===== config.mk =====
export PLATFORM = sky130hd
export DESIGN_NAME = tx_frame_ctrl
export DESIGN_NICKNAME = d
export VERILOG_FILES = /design/src/rtl/tx_frame_ctrl.sv
export SDC_FILE = /design/constraint.sdc
export NUM_CORES = 1
export LEC_CHECK = 0
export BUFFER_PORTS_ARGS = -buffer_cell sky130_fd_sc_hd__clkbuf_2
export CORE_AREA = 10 10 57 59
export CTS_BUF_LIST = sky130_fd_sc_hd__clkbuf_8
export DETAILED_ROUTE_END_ITERATION = 10
export DIE_AREA = 0 0 67 69
export GPL_TIMING_DRIVEN = 0
export PLACE_DENSITY_LB_ADDON = 0.2
export SETUP_SLACK_MARGIN = 0.1
export SYNTH_ARGS = -nofsm -noshare
export SYNTH_HDL_FRONTEND = slang
export SYNTH_SLANG_ARGS = --single-unit

===== constraint.sdc =====
create_clock -name clk -period 2.63 [get_ports clk]
set_input_delay 0.1315 -clock clk [delete_from_list [all_inputs] [get_ports clk]]
set_output_delay 0.1315 -clock clk [all_outputs]
set_load 0.02 [all_outputs]

===== src/rtl/tx_frame_ctrl.sv =====
// tx_frame_ctrl: async serial frame builder for a LSB-first PTS shift register.
// Handles start/data/parity/stop framing and per-bit load/shift strobe timing.
module tx_frame_ctrl #(
    parameter  int DATA_BITS    = 8,
    parameter  int CLKS_PER_BIT = 10,
    parameter  int PARITY_EN    = 0,
    parameter  int PARITY_ODD   = 0,
    localparam int FRAME_BITS   = DATA_BITS + 2 + PARITY_EN
) (
    input  logic                  clk,
    input  logic                  n_rst,
    input  logic                  tx_valid,
    input  logic [DATA_BITS-1:0]  tx_data,
    output logic                  tx_ready,
    output logic [FRAME_BITS-1:0] frame_out,
    output logic                  load_enable,
    output logic                  shift_enable,
    output logic                  tx_done
);

    localparam int CNT_W = $clog2(CLKS_PER_BIT);
    localparam int BIT_W = $clog2(FRAME_BITS);

    localparam logic [CNT_W-1:0] CNT_LAST = CNT_W'(CLKS_PER_BIT - 1);
    localparam logic [CNT_W-1:0] CNT_STOP = CNT_W'(CLKS_PER_BIT - 2);
    localparam logic [BIT_W-1:0] BIT_LAST = BIT_W'(FRAME_BITS - 1);

    typedef enum logic [1:0] {
        IDLE,
        LOAD,
        SEND,
        DONE
    } state_e;

    state_e                  state_q, state_d;
    logic [CNT_W-1:0]        cnt_q, cnt_d;
    logic [BIT_W-1:0]        bit_q, bit_d;
    logic [FRAME_BITS-1:0]   frame_q, frame_d;
    logic [FRAME_BITS-1:0]   frame_new;

    // Frame image for the incoming word: stop on top, start at bit 0.
    generate
        if (PARITY_EN != 0) begin : g_par
            logic par;
            assign par = (PARITY_ODD != 0) ? ~^tx_data : ^tx_data;
            assign frame_new = {1'b1, par, tx_data, 1'b0};
        end else begin : g_nopar
            assign frame_new = {1'b1, tx_data, 1'b0};
        end
    endgenerate

    // State, counters and captured frame; line idles high out of reset.
    always_ff @(posedge clk or negedge n_rst) begin
        if (!n_rst) begin
            state_q <= IDLE;
            cnt_q   <= '0;
            bit_q   <= '0;
            frame_q <= '1;
        end else begin
            state_q <= state_d;
            cnt_q   <= cnt_d;
            bit_q   <= bit_d;
            frame_q <= frame_d;
        end
    end

    // Next-state and strobe decode; the stop bit ends one cycle early
    // so that DONE lands on the last cycle the stop bit is on the line.
    always_comb begin
        state_d      = state_q;
        cnt_d        = cnt_q;
        bit_d        = bit_q;
        frame_d      = frame_q;
        tx_ready     = 1'b0;
        load_enable  = 1'b0;
        shift_enable = 1'b0;
        tx_done      = 1'b0;
        unique case (state_q)
            IDLE: begin
                tx_ready = 1'b1;
                if (tx_valid) begin
                    frame_d = frame_new;
                    state_d = LOAD;
                end
            end
            LOAD: begin
                load_enable = 1'b1;
                cnt_d       = '0;
                bit_d       = '0;
                state_d     = SEND;
            end
            SEND: begin
                if (cnt_q == CNT_LAST) begin
                    cnt_d        = '0;
                    bit_d        = bit_q + BIT_W'(1);
                    shift_enable = (bit_q < BIT_LAST);
                end else begin
                    cnt_d = cnt_q + CNT_W'(1);
                end
                if (bit_q == BIT_LAST && cnt_q == CNT_STOP) begin
                    state_d = DONE;
                end
            end
            DONE: begin
                tx_done = 1'b1;
                state_d = IDLE;
            end
            default: begin
                state_d = IDLE;
            end
        endcase
    end

    assign frame_out = frame_q;

endmodule

### Yosys cells after proc, flatten, opt, wreduce, memory -nomap -nowiden

Cells that the tools add are included.

* $add $sub $neg: 2
* magnitude comparators: 1
* equality and inequality tests: 9
* mux-type cells: 12
* reductions and logical operators: 6

Operators with widths (count)
* $pmux W4 S2: 2
* $eq A4 B4 Y1 const B: 3
* $add A4 B1 Y4 const B: 2
* $mux W4: 2
* $pmux W2 S4: 1
* $ne A2 B2 Y1 const B: 3
* $reduce_and A2 Y1: 3
* $mux W1: 5
* $eq A2 B2 Y1 const B: 2
* $lt A4 B4 Y1 const B: 1
* $mux W2: 2
* $eq A2 B1 Y1 const B: 1
* $logic_not A2 Y1: 1
* $reduce_bool A2 Y1: 1
* $logic_and A1 B1 Y1: 1

* register bits: 19
* bits of input ports: 11
* output and inout port bits: 14
* word-level logic and storage cells: 34

### Logic depth before layout (Yosys ltp)

* word-level depth: 4
* depth in mapped cells: 6
* gate-level depth less buffers: 5

### Worst setup path after synthesis

OpenSTA, ideal clock, no wires.

* path type: reg-to-reg
* from: register state_q[0]
* to: register cnt_q[2]
* library setup time: 0.121 ns
* data arrival time: 1.348 ns
* required time: 2.509 ns
* slack: 1.161 ns
* cell stages (with the launch flop): 6
* path buffers: 0
* clock period less this slack: 1.469 ns
* cells stage by stage: dfrtp_1 > inv_1 > ha_1 > nor2b_1 > mux2_1 > a22o_1

* longest elaborated chain between the ends: 2
* elaborated cells between the ends (all ways): 4
* classes of those cells: eq/ne: 2; mux: 1; reduce/logical: 1

RTL lines
* from (decl): line 35 `state_e state_q, state_d;`
* from (signal assigned): line 60 `state_q <= state_d;`
* $eq A2 B2 Y1 / $eq A2 B1 Y1 (equally long branches): line 78 `unique case (state_q)`
* $pmux W4 S2 / $reduce_bool A2 Y1 (equally long branches)
* to (signal assigned): line 61 `cnt_q <= cnt_d;`
* to (decl): line 36 `logic [CNT_W-1:0] cnt_q, cnt_d;`

Several ways; a longest one is shown, not always the timed one.
A chain may end at the register's enable or synchronous reset.

### Final worst setup path

* from: register state_q[0]
* to: output port shift_enable

* longest elaborated chain between the ends: 2

RTL lines
* $eq A2 B2 Y1: line 78
* $mux W1: line 78
* to (decl): line 17 `output logic shift_enable,`

Every way passes these cells.

==> results by group <==
Floorplan
  • FP Rows: 17
  • Die Ht: a little under 70 um
  • Full die area: approximately 0.0046 mm2
  • # IOs: 25
  • Core ar.: 0.00215 mm2
  • Starting Density: 0.489
  • Die Wd: 67 um

Drt
  • DRC: 0
  • First-pass detailed-route iteration total: 4
  • Via density: approximately 5.1
  • DRT antenna net count: 0
  • DR WL/cell: roughly 14 um
  • Via count: about 750
  • Total wire length: just over 2 mm
  • Starting DRT DRC Count: 20

Setup path
  • CP Capture Type: output pin
  • Crit path required time: between 2 and 3 ns
  • CP Class: reg -> out
  • Critical Path AT: 1.85 ns
  • Max FO, Critical Path: 10
  • Critical Path Source Type: flop

Flow run
  • Max cap viols: 0

CTS
  • Clk pin slew, worst setup/hold paths: ~0.070 ns
  • H-tree depth: 1
  • Clock Tree Root: clkbuf_8
  • Clock buffer depth: 2
  • CTS Buf Count: 3
  • CTS tree: built
  • Clock latency on the worst-skew pair: around 0.26 ns
  • Clk sink count: 19

Finish
  • Nets: roughly 140
  • Share of cells above drive strength 1: 0.429
  • Fin util: 0.585
  • Final instance count without filler cells: about 150
  • # diodes: 0
  • Synth-to-Final Area Change: 19.7%
  • Fillers: 197
  • Fin area: roughly 0.0013 mm2

GRT
  • Overall routing resource usage: 0.0907
  • Overflow after GRT: 0
  • Initial antenna violation count: 0
  • Largest net degree at the start of global routing: 20
  • First-pass GRT wire length: approximately 3.3 mm
  • Vias in the first global route: 729

Logic synthesis
  • Most numerous cell in the Yosys netlist: inv_1
  • Yosys warns: 0
  • Share of Yosys cell area claimed by the top area cell type: 0.238
  • Leading area contributor after synthesis: dfrtp_1
  • Top FF cell, synth: dfrtp_1
  • Synth Instances: 91
  • Post-Syn Area: 0.00105 mm2
  • Netlist cell types: 39
  • Mean post-synth cell area: 11.5 um2
  • Async set-or-reset flop fraction in the synthesized netlist: 1.00
  • Flops & latches, synth: 19
  • Sequential share of the synthesized area: 0.464
  • Top cells by area, synth: dfrtp_1 (24%), dfstp_2 (23%), mux2_2 (8.6%), ha_1 (8.3%), inv_1 (3.9%)
  • Syn nets: between 100 and 150
  • Post-synth EDFFs: 0
  • Synth cell count leaders: inv_1 (11), dfrtp_1 (10), dfstp_2 (9)

STA
  • Period utilisation layout: 0.754
  • Post-route setup TNS: 0 ns
  • Endpoints failing setup: 0
  • Fmax: 0.504 GHz
  • Min Clock Period, post-route: slightly below 2 ns
  • RSZ-0062 raised after global routing: no
  • Worst Skew: between 0.004 and 0.005 ns
  • Final hold vios: 0
  • Final Max Slew Viols: 0

Placed design
  • DP Area: 0.00120 mm2
  • Placed Cells: between 100 and 150
  • DP Wirelength: 1.57 mm
  • Buffers on Ports: 23
  • GPL Wtd Cong: 0.762

Worst hold path
  • Hold crit path type: in -> reg

Status
  • Status: completed

Pwr
  • Pleak: ~0.65 nW
  • PD cells: around 410 mW/mm2
  • Peak supply drop: roughly 0.00025 V
[layout by cell type (no fill, tap or decap), types with 2 or more instances in the layout]
master / count
inv_1: 11
ha_1: 7
nand2_1: 5
clkbuf_2: 23
mux2i_1: 3
dfrtp_1: 10
nor2b_1: 2
buf_4: 2
o21ai_0: 2
dfstp_2: 9
a22o_1: 2
and3_1: 2
mux2_2: 8
clkbuf_8: 3
a21o_1: 2
[layer usage]
| layer | routed length [um] | up-vias | share of wire | GRT usage |
|---|---|---|---|---|
| li1 | - | 374 | - | - |
| met1 | 953 | 355 | 0.46 | 0.106 |
| met2 | 910 | 21 | 0.44 | 0.135 |
| met3 | 171 | 4 | 0.083 | 0.0338 |
| met4 | 36 | 0 | 0.017 | 0.0543 |
| met5 | 0 | - | 0 | 0 |
[cell families after synthesis]
logic type / share of synthesized area
DFF: 0.464
other: 0.00357
adders and majority gates: 0.0834
and+or+nand+nor: 0.134
AOI/OAI and AO/OA: 0.114
buffers and inverters: 0.0679
muxes: 0.125
xor gates and xnor gates: 0.00834
[worst paths after layout]
| path | end | from | slack [ns] | depth (start not counted) |
|---|---|---|---|---|
| worst min register to register | frame_out[0] | frame_out[0] | 0.50 | 1 |
| min in group asynchronous | bit_q[2] | n_rst | 0.35 | 2 |
| worst min-delay path | frame_out[1] | tx_data[0] | 0.10 | 2 |
| max in group asynchronous | frame_out[2] | n_rst | 1.93 | 2 |
| worst max-delay path | shift_enable | state_q[0] | 0.65 | 6 |
| worst max register to register | cnt_q[2] | state_q[0] | 1.03 | 5 |
[report_power, final]
| part | switching [mW] | leakage [nW] | internal [mW] |
|---|---|---|---|
| logic | 0.00914 | 0.410 | 0.00731 |
| registers | 0 | 0.213 | 0.293 |
| clock network | 0.0997 | 0.0255 | 0.105 |
[sequential cells by signal, summed over array words and instances (netlist names)]
| name | cells |
|---|---|
| state_q | 2 |
| bit_q | 4 |
| frame_out | 9 |
| cnt_q | 4 |
[per-stage QoR]
stage	setup WS [ns]	total power [mW]	hold WS (ns)
floorplan	1.16	0.301	-0.164
global placement	0.958	0.313	0.105
detailed placement	0.945	0.314	0.110
CTS	0.644	0.520	0.101
global route	0.511	0.534	0.101
finish	0.646	0.514	0.104
[critical path: stages (launching register included)]
cell	delay, ns
dfrtp_1	0.42
inv_1	0.10
ha_1	0.16
buf_6	0.13
clkbuf_1	0.38
and3_1	0.23
clkbuf_2	0.17
[repair_timing]
item / CTS / global route
hold buffers: 1 / 0
hold endpoints to repair: 10 / 0
gates resized for setup: 0 / 0
buffers inserted: 0 / 0
[area by class of cell]
type,count,area (um2),share of cell area
Multi-Input combinational cell,57,492,0.391
Sequential cell,19,487,0.387
Timing Repair Buffer,24,125,0.0996
Clock buffer,3,41.3,0.0329
Inverter,11,41.3,0.0329
Tap cell,28,35.0,0.0279
Buffer,4,30.0,0.0239
Clock inverter,1,5.00,0.00398
No activity file was read; power rests on OpenSTA's default activity.
